### src/rtl/inst_queue_pkg.sv
// Shared definitions for the fetch-to-decode instruction queue: exception
// cause codes common with the pc stage and the packed entry layout.
package inst_queue_pkg;

  localparam int unsigned ECODE_W_DEFAULT = 7;

  // Fetch-side exception causes raised by the pc stage.
  typedef enum logic [ECODE_W_DEFAULT-1:0] {
    ECODE_INT  = 7'h00,
    ECODE_ADEF = 7'h08,
    ECODE_SYS  = 7'h0b,
    ECODE_BRK  = 7'h0c,
    ECODE_INE  = 7'h0d
  } ecode_e;

  // Packed entry layout, LSB first: pred_taken, is_exception, cause, inst, pc.
  localparam int unsigned PRED_LSB  = 0;
  localparam int unsigned EXC_LSB   = 1;
  localparam int unsigned CAUSE_LSB = 2;

  function automatic int unsigned entry_width(input int unsigned pc_w,
                                              input int unsigned inst_w,
                                              input int unsigned ecode_w);
    return pc_w + inst_w + ecode_w + 2;
  endfunction

endpackage

### src/rtl/inst_queue_compact.sv
// Popcount of the fetch valid mask plus the compacted write offset of each
// slot (number of valid slots below it).
module inst_queue_compact #(
  parameter int unsigned FETCH_W = 2,
  parameter int unsigned OFF_W   = $clog2(FETCH_W + 1)
) (
  input  logic [FETCH_W-1:0]            valid,
  output logic [OFF_W-1:0]              n_valid,
  output logic [FETCH_W-1:0][OFF_W-1:0] offset
);

  logic [OFF_W-1:0] acc;

  // Running prefix count: each slot's offset is the count of valid slots before it.
  always_comb begin
    acc    = '0;
    offset = '0;
    for (int unsigned i = 0; i < FETCH_W; i++) begin
      offset[i] = acc;
      acc       = acc + OFF_W'(valid[i]);
    end
    n_valid = acc;
  end

endmodule

### src/rtl/inst_queue.sv
// Multi-slot instruction queue between fetch and decode. Compacts up to
// FETCH_W valid fetch slots into a circular buffer and presents up to
// ISSUE_W oldest entries to decode with a prefix-ready handshake.
module inst_queue
  import inst_queue_pkg::*;
#(
  parameter int unsigned DEPTH   = 16,
  parameter int unsigned FETCH_W = 2,
  parameter int unsigned ISSUE_W = 2,
  parameter int unsigned PC_W    = 32,
  parameter int unsigned INST_W  = 32,
  parameter int unsigned ECODE_W = ECODE_W_DEFAULT
) (
  input  logic                         cpu_clk,
  input  logic                         cpu_rst,
  input  logic                         flush,
  input  logic                         pause,
  input  logic [FETCH_W-1:0]           in_valid,
  input  logic [FETCH_W*PC_W-1:0]      in_pc,
  input  logic [FETCH_W*INST_W-1:0]    in_inst,
  input  logic [FETCH_W-1:0]           in_is_exception,
  input  logic [FETCH_W*ECODE_W-1:0]   in_exception_cause,
  input  logic [FETCH_W-1:0]           in_pred_taken,
  output logic                         buffer_full,
  output logic [ISSUE_W-1:0]           out_valid,
  output logic [ISSUE_W*PC_W-1:0]      out_pc,
  output logic [ISSUE_W*INST_W-1:0]    out_inst,
  output logic [ISSUE_W-1:0]           out_is_exception,
  output logic [ISSUE_W*ECODE_W-1:0]   out_exception_cause,
  output logic [ISSUE_W-1:0]           out_pred_taken,
  input  logic [ISSUE_W-1:0]           out_ready,
  output logic [$clog2(DEPTH):0]       count
);

  localparam int unsigned AW       = $clog2(DEPTH);
  localparam int unsigned PW       = AW + 1;
  localparam int unsigned OFF_W    = $clog2(FETCH_W + 1);
  localparam int unsigned EW       = entry_width(PC_W, INST_W, ECODE_W);
  localparam int unsigned INST_LSB = CAUSE_LSB + ECODE_W;
  localparam int unsigned PC_LSB   = INST_LSB + INST_W;

  logic [EW-1:0]                  mem [DEPTH];
  logic [PW-1:0]                  wr_ptr, rd_ptr, occ, n_deq;
  logic [OFF_W-1:0]               n_enq;
  logic [FETCH_W-1:0][OFF_W-1:0]  slot_off;
  logic [FETCH_W-1:0][AW-1:0]     wr_idx;
  logic [ISSUE_W-1:0][AW-1:0]     rd_idx;
  logic                           accept;

  inst_queue_compact #(
    .FETCH_W (FETCH_W),
    .OFF_W   (OFF_W)
  ) u_compact (
    .valid   (in_valid),
    .n_valid (n_enq),
    .offset  (slot_off)
  );

  assign occ         = wr_ptr - rd_ptr;
  assign count       = occ;
  assign buffer_full = occ > PW'(DEPTH - FETCH_W);
  assign accept      = (|in_valid) & ~buffer_full & ~pause & ~flush;

  // Compacted write addresses: valid slots land on consecutive entries from wr_ptr.
  always_comb begin
    wr_idx = '0;
    for (int unsigned i = 0; i < FETCH_W; i++)
      wr_idx[i] = wr_ptr[AW-1:0] + AW'(slot_off[i]);
  end

  // Entry storage, written only for accepted valid slots (no reset needed).
  always_ff @(posedge cpu_clk) begin
    for (int unsigned i = 0; i < FETCH_W; i++) begin
      if (accept && in_valid[i])
        mem[wr_idx[i]] <= {in_pc[i*PC_W +: PC_W],
                           in_inst[i*INST_W +: INST_W],
                           in_exception_cause[i*ECODE_W +: ECODE_W],
                           in_is_exception[i],
                           in_pred_taken[i]};
    end
  end

  // Present the ISSUE_W oldest entries; pause/flush mask the valids.
  always_comb begin
    rd_idx              = '0;
    out_valid           = '0;
    out_pc              = '0;
    out_inst            = '0;
    out_is_exception    = '0;
    out_exception_cause = '0;
    out_pred_taken      = '0;
    for (int unsigned i = 0; i < ISSUE_W; i++) begin
      rd_idx[i]                                = rd_ptr[AW-1:0] + AW'(i);
      out_valid[i]                             = (occ > PW'(i)) & ~pause & ~flush;
      out_pc[i*PC_W +: PC_W]                   = mem[rd_idx[i]][PC_LSB +: PC_W];
      out_inst[i*INST_W +: INST_W]             = mem[rd_idx[i]][INST_LSB +: INST_W];
      out_exception_cause[i*ECODE_W +: ECODE_W] = mem[rd_idx[i]][CAUSE_LSB +: ECODE_W];
      out_is_exception[i]                      = mem[rd_idx[i]][EXC_LSB];
      out_pred_taken[i]                        = mem[rd_idx[i]][PRED_LSB];
    end
  end

  // Dequeue count is the leading run of accepted slots; ready after a gap is ignored.
  always_comb begin
    logic run;
    run   = 1'b1;
    n_deq = '0;
    for (int unsigned i = 0; i < ISSUE_W; i++) begin
      if (run && out_valid[i] && out_ready[i])
        n_deq = n_deq + PW'(1);
      else
        run = 1'b0;
    end
  end

  // Pointer update; flush wins over enqueue/dequeue, pause already zeroes n_deq.
  always_ff @(posedge cpu_clk or negedge cpu_rst) begin
    if (!cpu_rst) begin
      wr_ptr <= '0;
      rd_ptr <= '0;
    end else if (flush) begin
      wr_ptr <= '0;
      rd_ptr <= '0;
    end else begin
      if (accept)
        wr_ptr <= wr_ptr + PW'(n_enq);
      rd_ptr <= rd_ptr + n_deq;
    end
  end

endmodule

### config.mk
export PLATFORM = sky130hd
export DESIGN_NAME = inst_queue
export DESIGN_NICKNAME = d
export VERILOG_FILES = /design/src/rtl/inst_queue_pkg.sv /design/src/rtl/inst_queue_compact.sv /design/src/rtl/inst_queue.sv
export SDC_FILE = /design/constraint.sdc
export NUM_CORES = 2
export LEC_CHECK = 0
export BUFFER_PORTS_ARGS = -buffer_cell sky130_fd_sc_hd__buf_2
export CAP_MARGIN = 30
export CELL_PAD_IN_SITES_DETAIL_PLACEMENT = 0
export CELL_PAD_IN_SITES_GLOBAL_PLACEMENT = 1
export CORE_UTILIZATION = 25
export CTS_CLUSTER_DIAMETER = 60
export CTS_CLUSTER_SIZE = 28
export DETAILED_ROUTE_END_ITERATION = 8
export MAX_ROUTING_LAYER = met4
export PLACE_DENSITY_LB_ADDON = 0.1
export SYNTH_ARGS = -nofsm -noshare
export SYNTH_HDL_FRONTEND = slang
export SYNTH_HIERARCHICAL = 1
export SYNTH_SLANG_ARGS = --single-unit
### constraint.sdc
create_clock -name cpu_clk -period 13.1 [get_ports cpu_clk]
set_clock_uncertainty 0.2 [all_clocks]
set_input_delay 0.655 -clock cpu_clk [delete_from_list [all_inputs] [get_ports cpu_clk]]
set_output_delay 0.655 -clock cpu_clk [all_outputs]
set_load 0.01 [all_outputs]
Word-level counts from Yosys, hierarchy flattened. Memories as Yosys holds them, arrays and structs flattened. Cells that the tools add are included.

RAM bits: 1168. Input bits: 154. Memories: 1. Register bits: 10.

Memory list: mem (words 16, bits a word 73, read ports 2, clocked after memory_dff 0, wr ports 2, RTL line inst_queue.sv:42) `logic [EW-1:0] mem [DEPTH];`.

Mux-type cells: 10. $lt $le $gt $ge: 3. Bitwise logic cells: 10. Add/sub/neg operators: 7. Reduce and logical (&&, ||, !) cells: 7.

Operator list (number): $mux W5 (3); $gt A5 B1 Y1 const B (2); $and A1 B1 Y1 (7); $mux W1 (6); $add A5 B2 Y5 (1); $add A5 B5 Y5 (1); $gt A5 B4 Y1 const B (1); $logic_and A1 B1 Y1 (5); $sub A5 B5 Y5 (1); $add A4 B1 Y4 (1); $add A4 B1 Y4 const B (1); $not A1 Y1 (3); $add A1 B1 Y2 (1); $add A1 B1 Y2 const B (1); $mux W2 (1); $reduce_bool A2 Y1 (1); $reduce_or A2 Y1 (1).

Longest topological paths before layout.
Depth after elaboration: 11. Gate-level depth with buffers: 18. Gate-level depth less buffers: 15.

By module. Netlist, hierarchy kept.

Modules (own cells, without submodules): inst_queue (cells an instance 3686, sequential area each 35323.9 µm², times used 1, area each 70301.2 µm²); inst_queue_compact (cells an instance 6, sequential area each 0.0 µm², times used 1, area each 46.3 µm²).

Least setup slack after synthesis. OpenSTA, ideal clock, no wires.

Path type: register -> register. Start: reg rd_ptr[1]. End: mem mem[10][0] (netlist bit), enable pin. Period minus slack after synthesis: 11.096 ns. Buffers on the path: 4. Cell stages (with the launch flop): 12. Path slack: 2.004 ns. Required time: 12.197 ns. Library setup time: 0.703 ns. Data arrival time: 10.193 ns. Cell sequence: dfrtp_1 -> clkbuf_1 -> clkbuf_1 -> buf_1 -> inv_1 -> ha_1 -> nand3b_1 -> and4_4 -> nor2_1 -> nand2_1 -> clkbuf_1 -> o41ai_1.

RTL lines: start: declaration (RTL line inst_queue.sv:43) `logic [PW-1:0] wr_ptr, rd_ptr, occ, n_deq;`; start signal: assignment (RTL line inst_queue.sv:127) `rd_ptr <= rd_ptr + n_deq;`; end: declaration (RTL line inst_queue.sv:42).

Worst setup path after layout.
Start: reg rd_ptr[0]. End: out out_pc[42].

Word-level cells in the longest chain between the ends: 2.

Ends and longest elaborated chain: $add A4 B1 Y4 (RTL line inst_queue.sv:93) `rd_idx[i] = rd_ptr[AW-1:0] + AW'(i);`; $mem_v2 Z16 W73; end: declaration (RTL line inst_queue.sv:26) `output logic [ISSUE_W*PC_W-1:0] out_pc,`.

No other way between the ends.

==> results.md <==
- Die Span X: roughly 530 um
- Netlist Area Pre-Place: approximately 0.070 mm2
- FF/Latch Area: roughly 0.035 mm2
- TNS Setup: 0 ns
- Filler cells: 27.6k
- Largest net degree at the start of global routing: ~120
- Flop-to-flop setup slack: between 7 and 8 ns
- Drt first pass iters: 7
- First-pass GRT wire length: approximately 360 mm
- HP Start: in_inst[2]
- Fraction of layout cells with a size suffix above 1: roughly 67%
- Max VDD drop: 0.101 mV
- Initial antenna violation count: 47
- Worst EP arrival: 6.07 ns
- Post-layout minimum cycle time: between 6 and 7 ns
- Hold path cells: 2
- Reg2reg end: mem[13][33]
- Die height: around 530 um
- Hold Path End: mem[4][11]
- Post_cts resized: 0
- Die area: 0.284 mm2
- Postcts setup bufs: 0
- Least-Margin Pin Slew: between 1 and 1.5 ns
- Worst skew pair latency: approximately 0.86 ns
- Max-cap viol count: 0
- Post-route ant nets: 0
- FF-to-FF path depth: 12
- Wirelength, routed: roughly 260 mm
- Reg-to-reg startpoint: rd_ptr[0]
- Hold Fails Final Rpt: 0
- Hold Crit Class: in2reg
- Max Transition Viols Final: 0
- Yosys Warn Count: 6
- Max Clock Freq: roughly 140 MHz
- Async SR Flop Fraction: less than 1%
- Initial Utilization: 25.2%
- HPWL Detailed: 157 mm
- Slew margin rel.: 28.6%
- CTS Hold Bufs: 4
- Final Cycle Share: 52.9%
- TritonCTS Sinks: ~1.2k
- Final #Nets: between 4k and 5k
- Vias in the first global route: approximately 41k
- Required @ worst endpoint: ~12 ns
- H-Tree Depth: 4
- Multi-input gate area: 0.0328 mm2
- Critical Path Source: rd_ptr[0]
- # port buffers: between 300 and 400
- Routed vias: approximately 39k
- WL per Instance: 34.1 um
- Grt total ovfl: 0
- Leak: about 27 nW
- # setup viols final: 0
- Total GRT Usage: a little under a fifth
- Reg clk slew, reported paths: roughly 0.060 ns
- Worst hold slack: 0.155 ns
- CTS tree: built
- # IOs: 308
- Routability cong.: 0.714
- CTS max path bufs: 4
- Post-synthesis cell count: roughly 3.7k
- Status: finished, violations left
- Via density: about 5
- Unique masters post-synth: 45
- CP max FO: 121
- Failing checks: design-rule violations
- Crit end category: output pin
- Number of flops mapped to enable cells by yosys: around 1.2k
- Critical path class: reg2out
- Critical Path Start Type: flip-flop
- Row Count: between 150 and 200
- Total core area: approximately 0.28 mm2
- Drt drc: 48
- Area delta synth->final: 16.4%
- Pwr per Cell Area: 135 mW/mm2
- Mean post-synth cell area: about 19 um2
- Main synth FF type: edfxtp_1
- CTS root buf: clkbuf_16
- RSZ-0062 raised after global routing: no
- Seq/Total Area, Yosys: around 50%
- Cts bufs inserted: 177
- Iter 0 DRT Violations: between 3k and 4k
- Seq cells post-synth: ~1.2k
[synthesized netlist by cell type, types with 10 or more instances]
master / instances / area [um2]
clkbuf_1: 255 / 957
buf_1: 56 / 210
nor2_1: 16 / 60.1
mux2_4: 472 / 7090
mux2_2: 699 / 7870
buf_6: 69 / 777
mux4_2: 730 / 16400
buf_2: 29 / 145
buf_4: 40 / 300
dfrtp_1: 10 / 250
inv_1: 10 / 37.5
nand4_1: 12 / 75.1
ha_1: 15 / 188
edfxtp_1: 1168 / 35100
[power breakdown]
part           internal [mW]  switching [mW]  total (mW)
Clock                   2.92            2.07        4.99
Sequential              4.21          0.0359        4.25
Combinational          0.882           0.937        1.82
[per-stage QoR]
| step | std cells | utilization (%) | setup slack (ns) | power, mW | area, um2 |
|---|---|---|---|---|---|
| floorplan | 3694 | - | 2.00 | 5.53 | 70400 |
| global placement | 7380 | 26.9 | 6.59 | 6.17 | 75300 |
| detailed placement | 7401 | 27.1 | 6.56 | 6.18 | 75800 |
| CTS | 7722 | 29.2 | 5.61 | 11.3 | 81800 |
| global route | 7736 | 29.3 | 5.76 | 11.5 | 81800 |
| finish | 7740 | 29.3 | 6.17 | 11.1 | 81900 |
[final cells by class]
class | instances | share of cell area, %
flip-flops and latches | 1178 | 43.2
repair buffers | 437 | 3.60
inverters | 12 | 0.0642
clock buffers | 182 | 5.43
diodes | 17 | 0.0520
well taps | 3724 | 5.69
clock inverters | 135 | 1.88
multi-input cells | 2055 | 40.1
[per-layer routing]
| layer | GRT usage, % | part of all wire [%] |
|---|---|---|
| met3 | 2.59 | 4.2 |
| met1 | 26.5 | 47 |
| met4 | 3.45 | 1.6 |
| met2 | 29.4 | 47 |
| met5 | - | 0 |
[logic make-up (layout without fill, tap and decap cells)]
group | after synthesis | in the layout | synth area share, %
other | 1 | 20 | 0.00533
adders and majority gates | 20 | 20 | 0.409
xor gates and xnor gates | 15 | 15 | 0.187
muxes | 1901 | 1901 | 44.6
and+or+nand+nor | 86 | 86 | 0.786
DFF | 1178 | 1178 | 50.2
AOI/OAI and AO/OA | 30 | 30 | 0.304
buffers and inverters | 461 | 766 | 3.46
[flip-flops by register name (all words and copies together) (netlist names)]
name    cells
mem      1168
wr_ptr      5
rd_ptr      5
[worst max-delay path, stage by stage, from the launching register on]
cell,delay [ns]
dfrtp_4,0.90
buf_12,0.65
buf_4,0.69
buf_4,0.33
buf_16,0.32
buf_4,0.71
mux4_2,0.60
mux4_2,0.54
buf_2,0.17
[layout by cell type, fill, tap and decap left out, drive strengths merged, types with 10 or more instances in the layout]
master / Yosys / final
mux2: 1171 / 1171
edfxtp: 1168 / 1168
mux4: 730 / 730
buf: 194 / 433
clkbuf: 255 / 182
inv: 12 / 73
clkinv: 0 / 40
bufinv: 0 / 19
diode: 0 / 17
nor2: 16 / 16
clkinvlp: 0 / 15
ha: 15 / 15
nand4: 12 / 12
or4: 11 / 11
dfrtp: 10 / 10
[worst max path at each step]
| stage | endpoint | slack [ns] | depth (start not counted) |
|---|---|---|---|
| after floorplan | mem[10][0] | 2.00 | 11 |
| after global placement | mem[3][0] | 6.59 | 9 |
| after detailed placement | out_pc[42] | 6.56 | 7 |
| after global routing | out_pc[42] | 5.76 | 8 |
| after CTS | out_pc[42] | 5.61 | 7 |
| final | out_pc[42] | 6.17 | 8 |
No activity file was read; power rests on OpenSTA's default activity.
